<file path="config.mk">
export PLATFORM = sky130hd
export DESIGN_NAME = seg_scan_driver
export DESIGN_NICKNAME = d
export VERILOG_FILES = /design/src/rtl/seg_scan_driver.sv
export SDC_FILE = /design/constraint.sdc
export NUM_CORES = 1
export LEC_CHECK = 0
export ABC_AREA = 1
export CORE_MARGIN = 4
export CORE_UTILIZATION = 50
export CTS_BUF_LIST = sky130_fd_sc_hd__clkbuf_8
export DETAILED_ROUTE_END_ITERATION = 6
export PLACE_DENSITY = 0.73
export SLEW_MARGIN = 20
export SYNTH_ARGS = -nofsm -noshare
export SYNTH_HDL_FRONTEND = slang
export SYNTH_SLANG_ARGS = --single-unit
</file>
<file path="constraint.sdc">
create_clock -name clk -period 2.2 [get_ports clk]
set_input_delay 0.44 -clock clk [delete_from_list [all_inputs] [get_ports clk]]
set_output_delay 0.44 -clock clk [all_outputs]
set_load 0.02 [all_outputs]
</file>
<file path="src/rtl/seg_scan_driver.sv">
// seg_scan_driver
//   Time-multiplexed driver for a three-digit, common-anode, seven-segment display.
//   Each digit is shown for DIV clk cycles, scanning 0 -> 1 -> 2 -> 0.
//   A "frame" is one full pass over the three digits.
//   New values are double-buffered: a load is held in a pending register and is
//   copied to the display register only at a frame boundary, so a frame never
//   mixes digits from two different values.
//
// Ports
//   clk         system clock, rising edge
//   rst_n       asynchronous active-low reset
//   value       three hex nibbles; [3:0] is digit 0 (rightmost)
//   dp_mask     decimal-point request per digit, 1 = lit
//   load        one-cycle strobe that captures value/dp_mask
//   blank_lz    leading-zero blanking enable
//   enable      0 forces all anodes off; the scan keeps running
//   seg         active-low cathodes, [6:0] = g..a, [7] = dp
//   an          active-low anodes, an[i] selects digit i
//   pending     a captured value is waiting for the next frame boundary
//   frame_sync  one-cycle pulse in the cycle after each frame boundary
module seg_scan_driver #(
    parameter int DIV = 100000
) (
    input  logic        clk,
    input  logic        rst_n,
    input  logic [11:0] value,
    input  logic [2:0]  dp_mask,
    input  logic        load,
    input  logic        blank_lz,
    input  logic        enable,
    output logic [7:0]  seg,
    output logic [2:0]  an,
    output logic        pending,
    output logic        frame_sync
);

    localparam int PW = (DIV > 1) ? $clog2(DIV) : 1;

    logic [PW-1:0] r_presc;
    logic [1:0]    r_idx;
    logic [11:0]   r_disp_val;
    logic [2:0]    r_disp_dp;
    logic [11:0]   r_pend_val;
    logic [2:0]    r_pend_dp;
    logic          r_pend;
    logic          r_fs;
    logic [7:0]    r_seg;
    logic [2:0]    r_an;

    logic          w_tick;
    logic          w_bound;
    logic [3:0]    w_nib;
    logic          w_dp;
    logic          w_blank;
    logic [7:0]    w_seg_next;
    logic [2:0]    w_an_next;

    assign w_tick  = (r_presc == PW'(DIV - 1));
    assign w_bound = w_tick && (r_idx == 2'd2);

    function automatic logic [6:0] hex7(input logic [3:0] n);
        logic [6:0] s;
        case (n)
            4'h0: s = 7'b1000000;
            4'h1: s = 7'b1111001;
            4'h2: s = 7'b0100100;
            4'h3: s = 7'b0110000;
            4'h4: s = 7'b0011001;
            4'h5: s = 7'b0010010;
            4'h6: s = 7'b0000010;
            4'h7: s = 7'b1111000;
            4'h8: s = 7'b0000000;
            4'h9: s = 7'b0010000;
            4'hA: s = 7'b0001000;
            4'hB: s = 7'b0000011;
            4'hC: s = 7'b1000110;
            4'hD: s = 7'b0100001;
            4'hE: s = 7'b0000110;
            default: s = 7'b0001110;
        endcase
        return s;
    endfunction

    always_ff @(posedge clk or negedge rst_n) begin
        if (!rst_n) begin
            r_presc <= '0;
            r_idx   <= 2'd0;
        end else begin
            r_presc <= w_tick ? '0 : r_presc + 1'b1;
            if (r_idx == 2'd3)
                r_idx <= 2'd0;
            else if (w_tick)
                r_idx <= (r_idx == 2'd2) ? 2'd0 : r_idx + 2'd1;
        end
    end

    // A load landing exactly on the boundary goes straight to the display
    // register and supersedes anything still pending.
    always_ff @(posedge clk or negedge rst_n) begin
        if (!rst_n) begin
            r_disp_val <= '0;
            r_disp_dp  <= '0;
            r_pend_val <= '0;
            r_pend_dp  <= '0;
            r_pend     <= 1'b0;
            r_fs       <= 1'b0;
        end else begin
            r_fs <= w_bound;
            if (w_bound) begin
                r_pend <= 1'b0;
                if (load) begin
                    r_disp_val <= value;
                    r_disp_dp  <= dp_mask;
                end else if (r_pend) begin
                    r_disp_val <= r_pend_val;
                    r_disp_dp  <= r_pend_dp;
                end
            end else if (load) begin
                r_pend_val <= value;
                r_pend_dp  <= dp_mask;
                r_pend     <= 1'b1;
            end
        end
    end

    always_comb begin
        w_nib   = r_disp_val[3:0];
        w_dp    = r_disp_dp[0];
        w_blank = 1'b0;
        case (r_idx)
            2'd1: begin
                w_nib   = r_disp_val[7:4];
                w_dp    = r_disp_dp[1];
                w_blank = blank_lz && (r_disp_val[11:4] == 8'h00);
            end
            2'd2: begin
                w_nib   = r_disp_val[11:8];
                w_dp    = r_disp_dp[2];
                w_blank = blank_lz && (r_disp_val[11:8] == 4'h0);
            end
            default: ;
        endcase
        w_seg_next = w_blank ? 8'hFF : {~w_dp, hex7(w_nib)};
        // idx 3 shifts the one-hot out of range, which leaves every anode off
        w_an_next  = enable ? ~(3'b001 << r_idx) : 3'b111;
    end

    always_ff @(posedge clk or negedge rst_n) begin
        if (!rst_n) begin
            r_seg <= 8'hFF;
            r_an  <= 3'b111;
        end else begin
            r_seg <= w_seg_next;
            r_an  <= w_an_next;
        end
    end

    assign seg        = r_seg;
    assign an         = r_an;
    assign pending    = r_pend;
    assign frame_sync = r_fs;

endmodule

</file>
==> summary.txt <==
Run status
  – Status: completed

Finish
  – Diodes inserted: 0
  – Number of fill cells: 556
  – Layout area overhead: 19.64%
  – Final Net Count: 479
  – Layout cells sized above 1: 15.33%
  – Non-filler cells, final: 527
  – Commonest non-fill, non-tap cells in the layout: nand2_1, dfrtp_1, inv_1, nand3_1, clkdlybuf4s50_1
  – Commonest non-fill, non-tap cell in the layout: nand2_1

CTS
  – Reg clk slew, reported paths: 70 ps
  – H-tree Lvls: 3
  – Clock Path Buffers: 2
  – Cts bufs inserted: 9
  – Root Buffer: clkbuf_8
  – Clock sink count: 62
  – Clk Latency, worst-skew pair: 340 ps
  – CTS tree: built
  – CTS hold repair buffers: 0

Yosys
  – Synth area leaders: dfrtp_1, nand2_1, dfstp_2
  – Register area share after synthesis: 46.54%
  – Synth Cell Area: 3363 um2
  – Synth Register Bits: 62
  – Syn_area_per_cell: 8.243 um2
  – Synth warn: 0
  – Syn Nets: 442
  – Post-synthesis cell count: 408
  – Post-synth top area share: 37.95%
  – Synth cell types: 32
  – Post-synth top area cell: dfrtp_1

Floorplanning
  – Die area: 8103 um2
  – Initial core utilization: 52.37%
  – Die height: 90.02 um
  – Chip width: 90.02 um
  – Core area: 6422 um2
  – # IOs: 33
  – Site Rows: 29

Timing
  – Hold WS: 93.88 ps
  – Max Slew Vio Count: 0
  – Worst slew margin: 69.32%
  – Final min period: 2012 ps
  – Endpoints failing setup: 0
  – RSZ-0062 raised after global routing: false
  – Worst Slack Setup Final: 188.5 ps
  – Final clock skew: 8.122 ps
  – Actual slew at the worst max-slew pin: 456.7 ps
  – Max Fclk: 497.1 MHz
  – Final hold violations: 0
  – Final Cycle Share: 91.43%

Job
  – Number of max-capacitance violations reported: 0

Worst setup path
  – CP Launch Point: r_idx[0]$_DFFE_PN0P_
  – Startpoint types: flop
  – Critical Path AT: 2280 ps
  – Critical Path End Type: flop
  – Worst path required time: 2470 ps
  – Crit-path max FO: 6
  – Crit Reg-Reg Startpoint: r_idx[0]$_DFFE_PN0P_
  – CP Class: flop to flop

Power and ir drop
  – PwrDens: 626.6 nW/um2
  – Pleak: 2.016 nW
  – VDD IR-drop max: 0.4214 mV

Global routing
  – GRT Overall Usage: 17.47%
  – Global route hottest layer: met2
  – Met3 global-route usage: 2.588%
  – Routing usage on met2: 26.82%
  – Vias in the first global route: 2639
  – Largest net degree at the start of global routing: 63
  – Routing usage on met1: 24.26%
  – First-pass GRT wire length: 11810 um
  – Congestion Overflow GR: 0
  – Initial antenna violation count: 0

Drt
  – DR WL/cell: 12.52 um
  – Initial drt markers: 178
  – Antenna-violating nets left: 0
  – Drt first pass iters: 4
  – Via count: 2689
  – Vias per inst: 5.102
  – DRC Markers: 0
  – Routed WL: 6597 um

Place
  – HPWL after DPL: 4730 um
  – Placement Setup Slack: -271.1 ps
  – Dpl cells: 511
  – IO buf count: 32
  – GPL Wtd Cong: 0.8743

Hold path
  – Worst hold path type: input port to async pin
through the flow:
stage	util [%]	cell area, um2	TNS (ps)	total power [mW]
2_1_floorplan	-	3363	0	1.263
3_3_place_gp	58.74	3772	-308.0	1.340
3_5_place_dp	58.74	3772	-1502	1.343
4_1_cts	62.48	4013	0	2.546
5_1_grt	62.65	4024	0	2.616
6_report	62.65	4024	0	2.521
metal layers:
metal  part of all wire, %  up-vias
met1                    49     1239
met5                     0        -
li1                      -     1382
met3                   4.0       10
met4                   1.5        0
met2                    45       58
path summary, 6_finish.rpt:
path	to	slack [ps]	depth (start not counted)
setup / recovery	seg[1]$_DFF_PN1_	190	11
hold / removal	r_presc[1]$_DFF_PN0_	90	2
setup reg to reg	seg[1]$_DFF_PN1_	190	11
hold reg to reg	r_pend_dp[1]$_DFFE_PN0P_	470	2
max in group asynchronous	an[1]$_DFF_PN1_	1780	2
min in group clk	r_pend_dp[1]$_DFFE_PN0P_	470	2
critical path: stages (launching register included):
cell,delay (ps)
dfrtp_1,400
inv_1,110
ha_1,370
buf_4,160
nand2_1,50
o21ai_0,100
inv_1,150
ha_1,300
inv_1,80
nor2_1,50
a21oi_1,120
nand2_1,70
where the power goes:
group          leakage [nW]  switching (mW)  internal [mW]
registers             0.781          0.0120           1.17
logic                  1.12          0.0688         0.0746
clock network         0.119           0.453          0.746
area by class of cell:
cell class / count / area, um2 / share of cell area (%)
clock buffer: 9 / 123.9 / 3.078
multi-input combinational: 292 / 1579 / 39.24
clock inverter: 7 / 112.6 / 2.799
sequential: 62 / 1565 / 38.90
tap: 77 / 96.34 / 2.394
timing repair buffer: 39 / 392.9 / 9.764
inverter: 41 / 153.9 / 3.825
cells in the mapped netlist:
| cell type | number |
|---|---|
| nand4_1 | 17 |
| ha_1 | 14 |
| a22o_1 | 1 |
| nor3_1 | 4 |
| nor2_2 | 3 |
| a21oi_1 | 3 |
| o211ai_1 | 1 |
| nor2_1 | 27 |
| mux2_2 | 15 |
| o21bai_1 | 2 |
| nor3_2 | 1 |
| nand4_4 | 1 |
| dfstp_2 | 11 |
| o21ai_1 | 1 |
| inv_1 | 38 |
| nand3_1 | 36 |
| xor2_1 | 5 |
| nand2_2 | 1 |
| or2_0 | 1 |
| nand2_4 | 1 |
| buf_6 | 3 |
| or2_2 | 3 |
| nand2_1 | 142 |
| buf_2 | 7 |
| nor2_4 | 1 |
| clkbuf_1 | 1 |
| o21ai_0 | 10 |
| nand4_2 | 1 |
| dfrtp_1 | 51 |
| nand3_4 | 1 |
| buf_1 | 2 |
| inv_2 | 3 |
registers in the layout, indices dropped and copies added (netlist names):
| register | count |
|---|---|
| r_presc | 17 |
| seg | 8 |
| r_disp_dp | 3 |
| r_pend_val | 12 |
| pending | 1 |
| an | 3 |
| r_pend_dp | 3 |
| frame_sync | 1 |
| r_disp_val | 12 |
| r_idx | 2 |
timing repair:
item,CTS,global route
gates resized for setup,2,3
setup buffers,0,0
endpoints found under the setup margin,7,4
cell families (layout without fill, tap and decap cells):
family                   after synthesis  count (layout)  synth area share (%)
AND/OR/NAND/NOR                      240             240                 31.96
flip-flops                            62              62                 46.54
buffers and inverters                 54              96                 6.957
AO/OA/AOI/OAI                         18              18                 3.013
multiplexers                          15              15                 5.022
adder cells (fa/ha/maj)               14              14                 5.208
XOR/XNOR                               5               5                 1.302
Power figures use the tool's default switching activity.
==> variant 1 (config.mk and constraints unchanged) <==
Change the parameter `DIV` from 100000 to 25000.
--- a/src/rtl/seg_scan_driver.sv
+++ b/src/rtl/seg_scan_driver.sv
@@ -19,7 +19,7 @@
 //   pending     a captured value is waiting for the next frame boundary
 //   frame_sync  one-cycle pulse in the cycle after each frame boundary
 module seg_scan_driver #(
-    parameter int DIV = 100000
+    parameter int DIV = 25000
 ) (
     input  logic        clk,
     input  logic        rst_n,
Behaviour: same outputs for any inputs over 10 cycles, from zero or initial values and one cycle with rst_n low; that may be too few to reach the edited logic, so the function may still have changed.
==> variant 1 against the original RTL <==
Total power fell by 5.9%; sequential cell count fell by 2; synthesized area fell by 2.1%; final cell count rose by 4.4%; via count rose by 2.5%; final area fell by 3.0%; global-route usage rose by 1.5 points; largest cell class is now flip-flops and latches; worst setup slack improved by 0.028 ns; wire length rose by 0.21%; sequential power fell by 3%; critical path depth fell by 1; highest routed layer unchanged.
==> variant 1: results (changes against the original RTL) <==
Global route
  • First-pass GRT wire length: 11.8 mm (about the same)
  • Overall routing resource usage: 19.0% (was 17.5%)
  • Vias in the first global route: 2615 (was 2639)
  • Largest net degree at the start of global routing: 61 (was 63)

Placement
  • Post-place setup slack: 0.112 ns (was -0.271 ns)
  • Global placement routability congestion: 0.861 (was 0.874)
  • Post-DP HPWL: 4.68 mm (was 4.73 mm)

Synthesis
  • Count of cell types in the netlist: 30 (was 32)
  • Synth area leaders: dfrtp_1, nand2_1, dfstp_2 (unchanged)
  • Mapped Nets: 468 (was 442)
  • Seq/Total Area, Yosys: 46.0% (was 46.5%)

Timing
  • Max-Slew Margin vs Limit: 68.8% (was 69.3%)
  • Final Cycle Share: 90.2% (was 91.4%)
  • Clk_skew: 0.0156 ns (was 0.00812 ns)

Worst setup path
  • Worst path max stage delay: 0.43 ns (was 0.40 ns)
  • WP depth: 10 (was 11)
  • Worst EP arrival: 2.26 ns (was 2.28 ns)
  • Reg2reg setup slack: 0.22 ns (was 0.19 ns)
  • Crit-path max FO: 7 (was 6)

Pwr
  • VDD IR-drop max: 0.000373 V (was 0.000421 V)
  • Leak Pwr: 0.00199 uW (was 0.00202 uW)

Detailed routing
  • Avg WL per Cell: 12.0 um (was 12.5 um)
  • Via density: 5.01 (was 5.10)
  • Drt pass-1 iters: 7 (was 4)
  • Initial DRC count: 130 (was 178)

Outcome
  • Status: finished clean (unchanged)

Finish
  • Nets: 502 (was 479)
variant 1: what timing repair did:
| item | CTS | global route |
|---|---|---|
| endpoints found under the setup margin | 0 | 3 |
| gates resized for setup | 0 | 3 |
| hold endpoints to repair | 0 | 0 |
| setup buffers | 0 | 0 |
| hold buffers | 0 | 0 |
variant 1: cells by family (layout without fill, tap and decap cells):
| group | after synthesis | count (layout) | synth area share (%) |
|---|---|---|---|
| AND/OR/NAND/NOR | 262 | 262 | 34.6 |
| buffers and inverters | 66 | 105 | 8.40 |
| flip-flops | 60 | 60 | 46.0 |
| AO/OA/AOI/OAI | 27 | 27 | 4.29 |
| adder cells (fa/ha/maj) | 14 | 14 | 5.32 |
| XOR/XNOR | 5 | 5 | 1.33 |
variant 1: cell type report:
cell class / instances / area, um2
multi-input combinational: 308 / 1500
clock buffer: 10 / 138
fill: 601 / 2480
timing repair buffer: 40 / 388
clock inverter: 6 / 80.1
inverter: 49 / 184
tap: 77 / 96.3
sequential: 60 / 1520
variant 1: metal layers:
metal / GRT usage (%) / wire length [um]
met2: 28.9 / 3060
met5: 0 / 0
met1: 26.2 / 3160
met3: 3.41 / 274
met4: 9.34 / 110
variant 1: metrics by stage:
step / cells / instance area [um2] / total power, uW / hold slack (ns) / utilization, %
after floorplan: 434 / 3290 / 1220 / 0.144 / -
after global placement: 534 / 3680 / 1300 / 0.454 / 57.7
after detailed placement: 534 / 3680 / 1300 / 0.458 / 57.7
after CTS: 550 / 3900 / 2390 / 0.100 / 61.1
after global routing: 550 / 3900 / 2470 / 0.115 / 61.1
final: 550 / 3900 / 2370 / 0.0909 / 61.1
variant 1: path summary, 6_finish.rpt:
check | startpoint | to
min in group clk | r_pend_val[11]$_DFFE_PN0P_ | r_pend_val[11]$_DFFE_PN0P_
worst min-delay path | rst_n | r_pend_dp[2]$_DFFE_PN0P_
worst min register to register | r_pend_val[11]$_DFFE_PN0P_ | r_pend_val[11]$_DFFE_PN0P_
worst max register to register | r_idx[0]$_DFFE_PN0P_ | seg[3]$_DFF_PN1_
max in group asynchronous | rst_n | seg[7]$_DFF_PN1_
worst max-delay path | r_idx[0]$_DFFE_PN0P_ | seg[3]$_DFF_PN1_
variant 1: power breakdown:
| group | internal [uW] | switching (uW) |
|---|---|---|
| registers | 1130 | 12.8 |
| clock network | 659 | 438 |
| logic | 59.6 | 73.4 |
| total | 1850 | 524 |
==> variant 2 (same settings) <==
Without the edit above. Remove the register `r_an`: a continuous assignment takes its place, so the output `an` follows one clock earlier.
--- a/src/rtl/seg_scan_driver.sv
+++ b/src/rtl/seg_scan_driver.sv
@@ -148,12 +148,12 @@
     always_ff @(posedge clk or negedge rst_n) begin
         if (!rst_n) begin
             r_seg <= 8'hFF;
-            r_an  <= 3'b111;
         end else begin
             r_seg <= w_seg_next;
-            r_an  <= w_an_next;
         end
     end
+
+    assign r_an = w_an_next;
 
     assign seg        = r_seg;
     assign an         = r_an;
Check against the original RTL: not equivalent (a bounded check fails within 4 cycles, from zero or initial values and one cycle with rst_n low).
==> variant 2 against the original RTL <==
Sequential power decreased by 5%; synthesized area decreased by 2.3%; final area decreased by 3.3%; wire length increased by 3.5%; sequential share of layout area decreased by 0.71 points; total power decreased by 16%; sequential cell count decreased by 3; worst setup slack got worse by 0.048 ns.
==> variant 2: results (changes against the original RTL) <==
Detailed routing
  • DR WL met2: 3.14 mm (was 2.97 mm)
  • Post-Route M1 WL: 3.24 mm (was 3.26 mm)
  • Vias: 2752 (was 2689)
  • Avg WL per Cell: 13.0 um (was 12.5 um)
  • DRT Wirelength: 6.83 mm (was 6.60 mm)
  • Initial DRC count: 175 (was 178)

Global route
  • Vias in the first global route: 2587 (was 2639)
  • Largest net degree at the start of global routing: 25 (was 63)
  • Met1 Track Usage GR: 27.2% (was 24.3%)

Placement
  • Area after DPL: 0.00372 mm2 (was 0.00377 mm2)
  • Post-place setup slack: -0.0460 ns (was -0.271 ns)
  • Number of instances in the placed design: 513 (was 511)
  • Global placement routability congestion: 0.888 (was 0.874)
  • Post-DP HPWL: 4.89 mm (was 4.73 mm)

Worst setup path
  • Critical Path Sink: an[2] (was seg[1]$_DFF_PN1_)
  • Worst path max stage delay: 0.42 ns (was 0.40 ns)
  • Delay-heaviest family, CP: buffers and inverters (was adder cells)
  • Worst EP arrival: 1.62 ns (was 2.28 ns)
  • Reg2reg setup slack: 0.14 ns (was 0.19 ns)
  • R2R Path Start: r_idx[1]$_DFFE_PN0P_ (was r_idx[0]$_DFFE_PN0P_)

Synthesis
  • Mapped Nets: 439 (was 442)
  • Mapped Avg Cell Area: 8.11 um2 (was 8.24 um2)
  • Synth area leaders: dfrtp_1, nand2_1, dfstp_2 (unchanged)

Timing
  • Hold WS: 0.0520 ns (was 0.0939 ns)
  • Clk_skew: 0.00526 ns (was 0.00812 ns)

Pwr
  • Net switching power: 490 uW (was 534 uW)

Finish
  • Ratio of cells with drive above 1 in the final layout: 15.1% (was 15.3%)

Outcome
  • Status: finished clean (unchanged)
[variant 2: power by group through the flow]
stage / Sequential (uW) / Clock, uW / Combinational (uW)
CTS: 1120 / 878 / 148
global route: 1120 / 931 / 163
global placement: 1140 / 0 / 144
finish: 1120 / 858 / 146
detailed placement: 1140 / 0 / 146
floorplan: 1140 / 0 / 66.5
[variant 2: final cells by class]
cell class                      instances  area [um2]  area share, %
Timing Repair Buffer                   44         418           10.7
Clock inverter                          3        15.0          0.386
Tap cell                               77        96.3           2.48
Clock buffer                           11         151           3.89
Sequential cell                        59        1490           38.2
Inverter                               41         154           3.95
Multi-Input combinational cell        292        1570           40.4
[variant 2: cells by family (layout without fill, tap and decap cells)]
kind of cell	Yosys count	after routing	share of synthesized area, %
XOR/XNOR	5	5	1.33
adder cells (fa/ha/maj)	14	14	5.33
flip-flops	59	59	45.3
multiplexers	15	15	5.14
AO/OA/AOI/OAI	18	18	3.09
AND/OR/NAND/NOR	240	240	32.7
buffers and inverters	54	99	7.12
